[src/rtl/iter_muldiv.sv]
// Iterative multiply/divide unit with architectural HI/LO registers.
// Multiplication is shift-add (MUL_BITS multiplier bits per cycle). Division
// is restoring (one quotient bit per cycle). Both work on magnitudes, and the
// sign is fixed up in a final FIX cycle. MADD/MSUB accumulate into {hi,lo}.
//
// state    | meaning
// ---------+--------------------------------------------------------------
// IDLE     | waiting for start; MTHI/MTLO write hi/lo directly here
// PREP     | take operand magnitudes, load accumulator and iteration counter
// MUL_ITER | shift-add, MUL_BITS multiplier bits retired per cycle
// DIV_ITER | restoring divide, one quotient bit per cycle
// FIX      | sign correction / accumulation, write hi/lo, raise done
module iter_muldiv #(
  parameter int WIDTH    = 32,
  parameter int MUL_BITS = 1
) (
  input  logic             clk,
  input  logic             reset_n,
  input  logic             start,
  input  logic [2:0]       op,
  input  logic [WIDTH-1:0] src_a,
  input  logic [WIDTH-1:0] src_b,
  input  logic             cancel,
  output logic             busy,
  output logic             done,
  output logic             div_zero,
  output logic [WIDTH-1:0] hi,
  output logic [WIDTH-1:0] lo
);

  localparam int MUL_N = WIDTH / MUL_BITS;
  localparam int DIV_N = WIDTH;
  localparam int CW    = $clog2(WIDTH + 1);
  localparam int PW    = WIDTH + MUL_BITS;

  localparam logic [2:0] OP_MULT  = 3'd0;
  localparam logic [2:0] OP_MULTU = 3'd1;
  localparam logic [2:0] OP_DIV   = 3'd2;
  localparam logic [2:0] OP_DIVU  = 3'd3;
  localparam logic [2:0] OP_MTHI  = 3'd4;
  localparam logic [2:0] OP_MTLO  = 3'd5;
  localparam logic [2:0] OP_MADD  = 3'd6;
  localparam logic [2:0] OP_MSUB  = 3'd7;

  typedef enum logic [2:0] {
    S_IDLE,
    S_PREP,
    S_MUL_ITER,
    S_DIV_ITER,
    S_FIX
  } state_t;

  state_t             state_q, state_d;
  logic [2:0]         op_q, op_d;
  logic [WIDTH-1:0]   a_q, a_d;
  logic [WIDTH-1:0]   b_q, b_d;
  logic [WIDTH-1:0]   opnd_q, opnd_d;
  logic [2*WIDTH-1:0] acc_q, acc_d;
  logic               neg_q, neg_d;
  logic               rneg_q, rneg_d;
  logic [CW-1:0]      cnt_q, cnt_d;
  logic [WIDTH-1:0]   hi_q, hi_d;
  logic [WIDTH-1:0]   lo_q, lo_d;
  logic               done_q, done_d;
  logic               dz_q, dz_d;

  logic               is_signed;
  logic               is_div;
  logic [WIDTH-1:0]   a_mag;
  logic [WIDTH-1:0]   b_mag;
  logic [PW-1:0]      pp;
  logic [PW-1:0]      mul_sum;
  logic [2*WIDTH-1:0] mul_next;
  logic [WIDTH:0]     div_shift;
  logic [WIDTH:0]     div_diff;
  logic [2*WIDTH-1:0] div_next;
  logic [2*WIDTH-1:0] prod;
  logic [WIDTH-1:0]   quo_fix;
  logic [WIDTH-1:0]   rem_fix;

  // State and datapath registers; reset clears everything including the counter
  always_ff @(posedge clk) begin
    if (!reset_n) begin
      state_q <= S_IDLE;
      op_q    <= '0;
      a_q     <= '0;
      b_q     <= '0;
      opnd_q  <= '0;
      acc_q   <= '0;
      neg_q   <= 1'b0;
      rneg_q  <= 1'b0;
      cnt_q   <= '0;
      hi_q    <= '0;
      lo_q    <= '0;
      done_q  <= 1'b0;
      dz_q    <= 1'b0;
    end else begin
      state_q <= state_d;
      op_q    <= op_d;
      a_q     <= a_d;
      b_q     <= b_d;
      opnd_q  <= opnd_d;
      acc_q   <= acc_d;
      neg_q   <= neg_d;
      rneg_q  <= rneg_d;
      cnt_q   <= cnt_d;
      hi_q    <= hi_d;
      lo_q    <= lo_d;
      done_q  <= done_d;
      dz_q    <= dz_d;
    end
  end

  // Next-state logic; cancel wins over everything, including start in IDLE
  always_comb begin
    state_d = state_q;
    if (cancel) begin
      state_d = S_IDLE;
    end else begin
      case (state_q)
        S_IDLE:     if (start && op != OP_MTHI && op != OP_MTLO) state_d = S_PREP;
        S_PREP:     state_d = is_div ? S_DIV_ITER : S_MUL_ITER;
        S_MUL_ITER: if (cnt_q == '0) state_d = S_FIX;
        S_DIV_ITER: if (cnt_q == '0) state_d = S_FIX;
        S_FIX:      state_d = S_IDLE;
        default:    state_d = S_IDLE;
      endcase
    end
  end

  // Outputs decoded from state
  always_comb begin
    busy = (state_q != S_IDLE);
  end

  // Per-iteration arithmetic and final sign fix-up values
  always_comb begin
    is_signed = (op_q == OP_MULT) || (op_q == OP_DIV) ||
                (op_q == OP_MADD) || (op_q == OP_MSUB);
    is_div    = (op_q == OP_DIV) || (op_q == OP_DIVU);
    a_mag     = (is_signed && a_q[WIDTH-1]) ? -a_q : a_q;
    b_mag     = (is_signed && b_q[WIDTH-1]) ? -b_q : b_q;

    // upper half stays below 2^WIDTH, so the sum never exceeds PW bits
    pp        = PW'(opnd_q) * PW'(acc_q[MUL_BITS-1:0]);
    mul_sum   = PW'(acc_q[2*WIDTH-1:WIDTH]) + pp;
    mul_next  = {mul_sum, acc_q[WIDTH-1:MUL_BITS]};

    // acc holds {remainder, dividend-shifting-into-quotient}
    div_shift = {acc_q[2*WIDTH-1:WIDTH], acc_q[WIDTH-1]};
    div_diff  = div_shift - {1'b0, opnd_q};
    if (!div_diff[WIDTH]) begin
      div_next = {div_diff[WIDTH-1:0], acc_q[WIDTH-2:0], 1'b1};
    end else begin
      div_next = {div_shift[WIDTH-1:0], acc_q[WIDTH-2:0], 1'b0};
    end

    prod    = neg_q ? -acc_q : acc_q;
    quo_fix = neg_q ? -acc_q[WIDTH-1:0] : acc_q[WIDTH-1:0];
    rem_fix = rneg_q ? -acc_q[2*WIDTH-1:WIDTH] : acc_q[2*WIDTH-1:WIDTH];
  end

  // Datapath register updates; cancel freezes hi/lo/div_zero and kills done
  always_comb begin
    op_d   = op_q;
    a_d    = a_q;
    b_d    = b_q;
    opnd_d = opnd_q;
    acc_d  = acc_q;
    neg_d  = neg_q;
    rneg_d = rneg_q;
    cnt_d  = cnt_q;
    hi_d   = hi_q;
    lo_d   = lo_q;
    done_d = 1'b0;
    dz_d   = dz_q;
    if (!cancel) begin
      case (state_q)
        S_IDLE: begin
          if (start) begin
            if (op == OP_MTHI) begin
              hi_d = src_a;
            end else if (op == OP_MTLO) begin
              lo_d = src_a;
            end else begin
              op_d = op;
              a_d  = src_a;
              b_d  = src_b;
            end
          end
        end
        S_PREP: begin
          neg_d  = is_signed & (a_q[WIDTH-1] ^ b_q[WIDTH-1]);
          rneg_d = is_signed & a_q[WIDTH-1];
          if (is_div) begin
            opnd_d = b_mag;
            acc_d  = {{WIDTH{1'b0}}, a_mag};
            cnt_d  = CW'(DIV_N - 1);
          end else begin
            opnd_d = a_mag;
            acc_d  = {{WIDTH{1'b0}}, b_mag};
            cnt_d  = CW'(MUL_N - 1);
          end
        end
        S_MUL_ITER, S_DIV_ITER: begin
          acc_d = (state_q == S_DIV_ITER) ? div_next : mul_next;
          if (cnt_q != '0) cnt_d = cnt_q - CW'(1);
        end
        S_FIX: begin
          done_d = 1'b1;
          case (op_q)
            OP_MULT, OP_MULTU: {hi_d, lo_d} = prod;
            OP_MADD:           {hi_d, lo_d} = {hi_q, lo_q} + prod;
            OP_MSUB:           {hi_d, lo_d} = {hi_q, lo_q} - prod;
            OP_DIV, OP_DIVU: begin
              if (b_q == '0) begin
                lo_d = '1;
                hi_d = a_q;
                dz_d = 1'b1;
              end else begin
                lo_d = quo_fix;
                hi_d = rem_fix;
                dz_d = 1'b0;
              end
            end
            default: ;
          endcase
        end
        default: ;
      endcase
    end
  end

  assign done     = done_q;
  assign div_zero = dz_q;
  assign hi       = hi_q;
  assign lo       = lo_q;

endmodule

[config.mk]
export PLATFORM = sky130hd
export DESIGN_NAME = iter_muldiv
export DESIGN_NICKNAME = d
export VERILOG_FILES = /design/src/rtl/iter_muldiv.sv
export SDC_FILE = /design/constraint.sdc
export NUM_CORES = 1
export LEC_CHECK = 0
export ABC_AREA = 0
export CAP_MARGIN = 20
export CORE_MARGIN = 4
export CORE_UTILIZATION = 32
export CTS_CLUSTER_DIAMETER = 30
export DETAILED_ROUTE_END_ITERATION = 12
export PLACE_DENSITY = 0.44
export SLEW_MARGIN = 20
export SYNTH_ARGS = -nofsm -noshare
export SYNTH_HDL_FRONTEND = slang
export SYNTH_SLANG_ARGS = --single-unit
[constraint.sdc]
create_clock -name clk -period 6.4 [get_ports clk]
set_input_delay 0.96 -clock clk [delete_from_list [all_inputs] [get_ports clk]]
set_output_delay 0.96 -clock clk [all_outputs]
set_load 0.01 [all_outputs]
; ---- Word-level counts from Yosys, hierarchy flattened
; Cells that the tools add are included.
[word_totals]
input_bits = 71
output_inout_bits = 67
word_cells = 109
ff_bits = 240
[classes]
add_sub_neg = 10
eq_ne = 21
bitwise_logic = 7
n_mux = 29
n_mul = 1
n_reduce_logical = 28
[op_table]
columns = cell, n
row1 = $mux W32, 13
row2 = $pmux W32 S4, 2
row3 = $mux W64, 3
row4 = $neg A32 Y32, 4
row5 = $pmux W32 S2, 2
row6 = $pmux W64 S2, 1
row7 = $add A64 B64 Y64, 1
row8 = $neg A64 Y64, 1
row9 = $sub A64 B64 Y64, 1
row10 = $add A32 B33 Y33, 1
row11 = $mul A32 B1 Y33, 1
row12 = $sub A33 B32 Y33, 1
row13 = $logic_not A32 Y1, 1
row14 = $eq A3 B3 Y1 const B, 5
row15 = $eq A3 B2 Y1 const B, 4
row16 = $pmux W6 S2, 1
row17 = $ne A2 B2 Y1 const B, 5
row18 = $reduce_and A5 Y1, 2
row19 = $pmux W3 S3, 1
row20 = $reduce_or A2 Y1, 4
row21 = $eq A3 B1 Y1 const B, 2
row22 = $logic_not A3 Y1, 2
row23 = $logic_not A6 Y1, 1
row24 = $mux W3, 2
row25 = other kinds (17), 35

; ---- Logic depth before layout (Yosys ltp)
[logic_depth]
ltp_word = 8
mapped_depth = 26
mapped_depth_nobuf = 24

; ---- Least setup slack after synthesis
; OpenSTA, ideal clock, no wires.
[synth_path]
kind = reg-to-reg
from = register acc_q[0]
to = register hi_q[24] (netlist: hi[24])
t_arrival_ns = 5.399
n_path_buf = 3
path_slack_ns = 0.883
setup_ns = 0.119
required_ns = 6.281
period_less_slack_ns = 5.517
stages_incl_launch_ff = 23
path_cell_list = dfxtp_1 -> inv_1 -> clkbuf_1 -> ha_1 -> or3b_2 -> clkbuf_1 -> nor4_1 -> a31oi_1 -> xnor2_1 -> inv_1 -> ha_1 -> clkbuf_1 -> inv_1 -> nor2_1 -> a41oi_1 -> or4_1 -> o31a_1 -> o41a_1 -> o21ai_0 -> o22ai_1 -> o311ai_0 -> nand4_1 -> o221a_2
[synth_between]
elab_chain_len = 5
elab_cells_between_ends = 6
cone_classes = add/sub (3) / mux (3)
[synth_rtl]
columns = item, line_no
row1 = start: declaration, 58  ; logic [2*WIDTH-1:0] acc_q, acc_d;
row2 = start signal: assignment, 89  ; acc_q <= '0;
row3 = start signal: assignment, 103  ; acc_q <= acc_d;
row4 = $neg A64 Y64, 158  ; prod = neg_q ? -acc_q : acc_q;
row5 = $mux W64 (*), 158
row6 = $sub A64 B64 Y64 / $add A64 B64 Y64 (equally long branches), "214, 213"
row7 = $pmux W32 S4 (*), 211  ; case (op_q)
row8 = $pmux W32 S2 (*), 178  ; case (state_q)
row9 = end signal: assignment, 107  ; hi_q <= hi_d;
row10 = end: declaration, 62  ; logic [WIDTH-1:0] hi_q, hi_d;
; Every way passes the cells marked *; elsewhere a longest branch is shown, timed or not.
; A chain may end at the register's enable or synchronous reset.

; ---- Worst setup path after layout
[layout_path]
from = register acc_q[0]
to = register hi_q[28] (netlist: hi[28])
; The elaborated chain is that of the path after synthesis.

==> key figures <==
Outcome
  – Status: complete, no violations

Drt
  – First drt pass iteration count: 5
  – Vias: 29500
  – DRC violations left: 0
  – Via density: 5.92
  – Post-Route WL: 127 mm
  – DRT iter0 DRCs: 2994
  – Mean routed wirelength per cell: 25.4 um
  – ANT nets after route: 0

Setup path
  – CP max-delay cell: or4_1
  – Reg2Reg Setup Slack: 0.28 ns
  – Worst setup SP type: flop
  – CP startpoint: acc_q[0]
  – CP arrival: 6.62 ns
  – Crit. End Element: flop
  – Crit path max fanout: 6
  – Reg2reg start: acc_q[0]
  – Reg2reg end: hi[28]
  – Crit path top cell by count: or4_1
  – Kind of critical path: flop to flop
  – Reg2Reg Depth: 18
  – Chain of cells forming the critical path: or4_1, or4_1, o31a_1, xnor2_1, inv_1, ha_1, inv_1, nor2_1, a41oi_1, or4_1, o31a_1, o41a_1, o21bai_1, nand2_1, o21ai_0, mux2i_1, a221oi_1, a21oi_1
  – Required @ worst endpoint: 6.90 ns
  – Max incr delay on CP: 0.70 ns
  – Worst Setup EP: hi[28]

Clock tree
  – Root Driver: clkbuf_16
  – Clock sinks: 240
  – CTS tree: built
  – H-tree depth: 3
  – CTS Hold Bufs: 0
  – Post-CTS Setup Bufs: 0
  – Reg clk slew, reported paths: 0.04 ns
  – Worst-Skew Late Latency: 0.64 ns
  – Clock Path Buffers: 3
  – TritonCTS Buffers: 84
  – Post-CTS sizing: 1

STA
  – Worst Slack Setup Final: 0.277 ns
  – Max-slew violation count: 0
  – Setup tns final: 0 ns
  – Finish-stage setup viols: 0
  – Hold_ws: 0.462 ns
  – Fin crit share: 95.7%
  – Min cycle time layout: 6.12 ns
  – Slew @ Worst Pin: 1.03 ns
  – Relative slew slack: 30.4%
  – F_max: 163 MHz
  – Final hold violation count: 0
  – Clk_skew: 0.0370 ns

Synth
  – Async SR Flop Fraction: 0%
  – Number of library cell types mapped by synthesis: 92
  – Post-synth top area cell: dfxtp_1
  – Top_reg_cell synth: dfxtp_1
  – Synth Register Bits: 240
  – Post-synth top area share: 18.2%
  – Synthesis warning total: 0
  – Sequential element share of the synthesized area: 18.2%
  – Syn Area/Cell: 6.99 sq um
  – Cell Area, Synth: 26400 sq um
  – Synth Net Count: 4044
  – Synth area leaders: dfxtp_1 18%, ha_1 9.2%, nand2_1 7.1%
  – EDFF count, synth: 0
  – Mapped Cells: 3774

Global routing
  – Busiest grt layer: met2
  – Number of global-route vias before repair: 27600
  – Met1 track demand over resource: 41.5%
  – Largest net degree at the start of global routing: 89
  – Tot GR Track Use: 28.2%
  – Gr ovfl total: 0
  – M2 GR Usage: 42.6%
  – Initial antenna violation count: 0
  – Global-route wire length before repair: 187 mm
  – Met3 usage: 3.84%

Worst hold path
  – Worst Hold Class: flop to flop
  – Hold path depth: 2

Finish
  – Fillers: 8737
  – Most frequent cells in the layout: 494 x nand2_1, 327 x a21oi_1, 303 x o21ai_0
  – Layout area overhead: 21.8%
  – Final net count: 4115
  – Commonest non-fill, non-tap cell in the layout: nand2_1
  – Share of layout cells above drive strength 1: 8.74%
  – Core Util, Final: 39.3%

Power
  – Pleak: 13.3 nW
  – Cell-internal power: 5.13 mW
  – Seq pwr share: 21.7%
  – Clk network pwr share: 58.6%
  – PD cells: 231 nW/um^2
  – Switching share of total power: 31.0%
  – Sw Pwr: 2.30 mW
  – Worst VDD drop: 0.201 mV
  – Comb pwr share: 19.7%
  – Total chip power: 7.43 mW

Floorplanning
  – I/O pin total: 138
  – Die Width: 295 um
  – Die height: 295 um
  – DIE AREA: 87100 sq um
  – Initial core utilization: 32.2%
  – Core ar.: 81800 sq um
  – # rows: 105

Place
  – Port Buf Inserts: 137
  – Place WS: 0.0233 ns
  – Placer Congestion: 0.941
  – Post-DP HPWL: 97.9 mm

Flow run
  – Number of max-cap violations: 0
-- state kept, by name (all words and copies together), names as in the netlist --
| register | cells |
|---|---|
| rneg_q | 1 |
| b_q | 32 |
| cnt_q | 6 |
| neg_q | 1 |
| done | 1 |
| opnd_q | 32 |
| div_zero | 1 |
| state_q | 3 |
| hi | 32 |
| a_q | 32 |
| acc_q | 64 |
| lo | 32 |
| op_q | 3 |
-- area by class of cell --
cell class,instances,area (sq um),share of cell area [%]
inverters,208,781,2.43
well taps,1070,1340,4.16
diodes,1,2.50,0.00778
multi-input cells,3052,19900,61.9
repair buffers,259,2290,7.12
clock inverters,38,607,1.89
clock buffers,115,2440,7.59
flip-flops and latches,240,4810,15.0
-- Yosys cell counts (19+ instances only) --
master	n
a211oi_1	40
a21boi_0	105
a21o_1	76
a21oi_1	327
a221oi_1	45
a31oi_1	51
and3_1	26
buf_1	22
clkbuf_1	246
dfxtp_1	240
ha_1	195
inv_1	206
mux2i_1	44
nand2_1	496
nand2b_1	35
nand3_1	65
nand4_1	33
nor2_1	264
nor2b_1	20
nor3_1	70
nor4_1	41
o211ai_1	65
o21a_1	27
o21ai_0	307
o21bai_1	47
o221ai_1	25
o22ai_1	23
o31ai_1	41
o41ai_1	19
or3_1	36
or4_1	22
xnor2_1	175
xor2_1	90
-- through the flow --
step,cells,instance area [sq um]
after global placement,4828,29000
after global routing,4982,32200
after detailed placement,4828,29000
after CTS,4981,32100
final,4983,32200
after floorplan,3774,26400
-- worst max-delay path, delay by kind of cell, from the launching register on --
| family | cells | cell delay [ns] |
|---|---|---|
| AO/OA/AOI/OAI | 8 | 2.27 |
| flip-flops | 1 | 0.35 |
| XOR/XNOR | 1 | 0.39 |
| adder cells (fa/ha/maj) | 1 | 0.37 |
| multiplexers | 1 | 0.14 |
| buffers and inverters | 2 | 0.25 |
| AND/OR/NAND/NOR | 5 | 2.22 |
-- per-layer routing --
metal,vias up,share of wire [%]
li1,13900,-
met1,14200,47
met2,1234,42
met3,201,7.1
met4,0,3.4
met5,-,0
-- logic make-up (layout without fill, tap and decap cells) --
logic type / count (synthesis) / in the layout / synth area share (%)
AO/OA/AOI/OAI: 1364 / 1364 / 34.1
AND/OR/NAND/NOR: 1178 / 1178 / 20.6
other: 0 / 1 / 0
multiplexers: 46 / 46 / 1.80
flip-flops: 240 / 240 / 18.2
XOR/XNOR: 265 / 265 / 8.80
buffers and inverters: 482 / 620 / 6.93
adder cells (fa/ha/maj): 199 / 199 / 9.55
-- power groups by stage --
stage	Sequential, mW	Combinational [mW]	Clock (mW)
after floorplan	1.60	0.912	0
after global placement	1.64	1.43	0
after detailed placement	1.64	1.42	0
after CTS	1.61	1.42	4.42
after global routing	1.62	1.56	4.50
final	1.61	1.46	4.36
-- how the worst min path moves through the flow --
| stage | from | endpoint | slack [ns] |
|---|---|---|---|
| after floorplan | opnd_q[10] | opnd_q[10] | 0.44 |
| after global routing | opnd_q[9] | opnd_q[9] | 0.49 |
| after CTS | opnd_q[3] | opnd_q[3] | 0.46 |
| after global placement | opnd_q[25] | opnd_q[25] | 0.45 |
| after detailed placement | opnd_q[3] | opnd_q[3] | 0.46 |
| final | opnd_q[5] | opnd_q[5] | 0.46 |
Note: power is estimated with default switching activity, not from simulation.
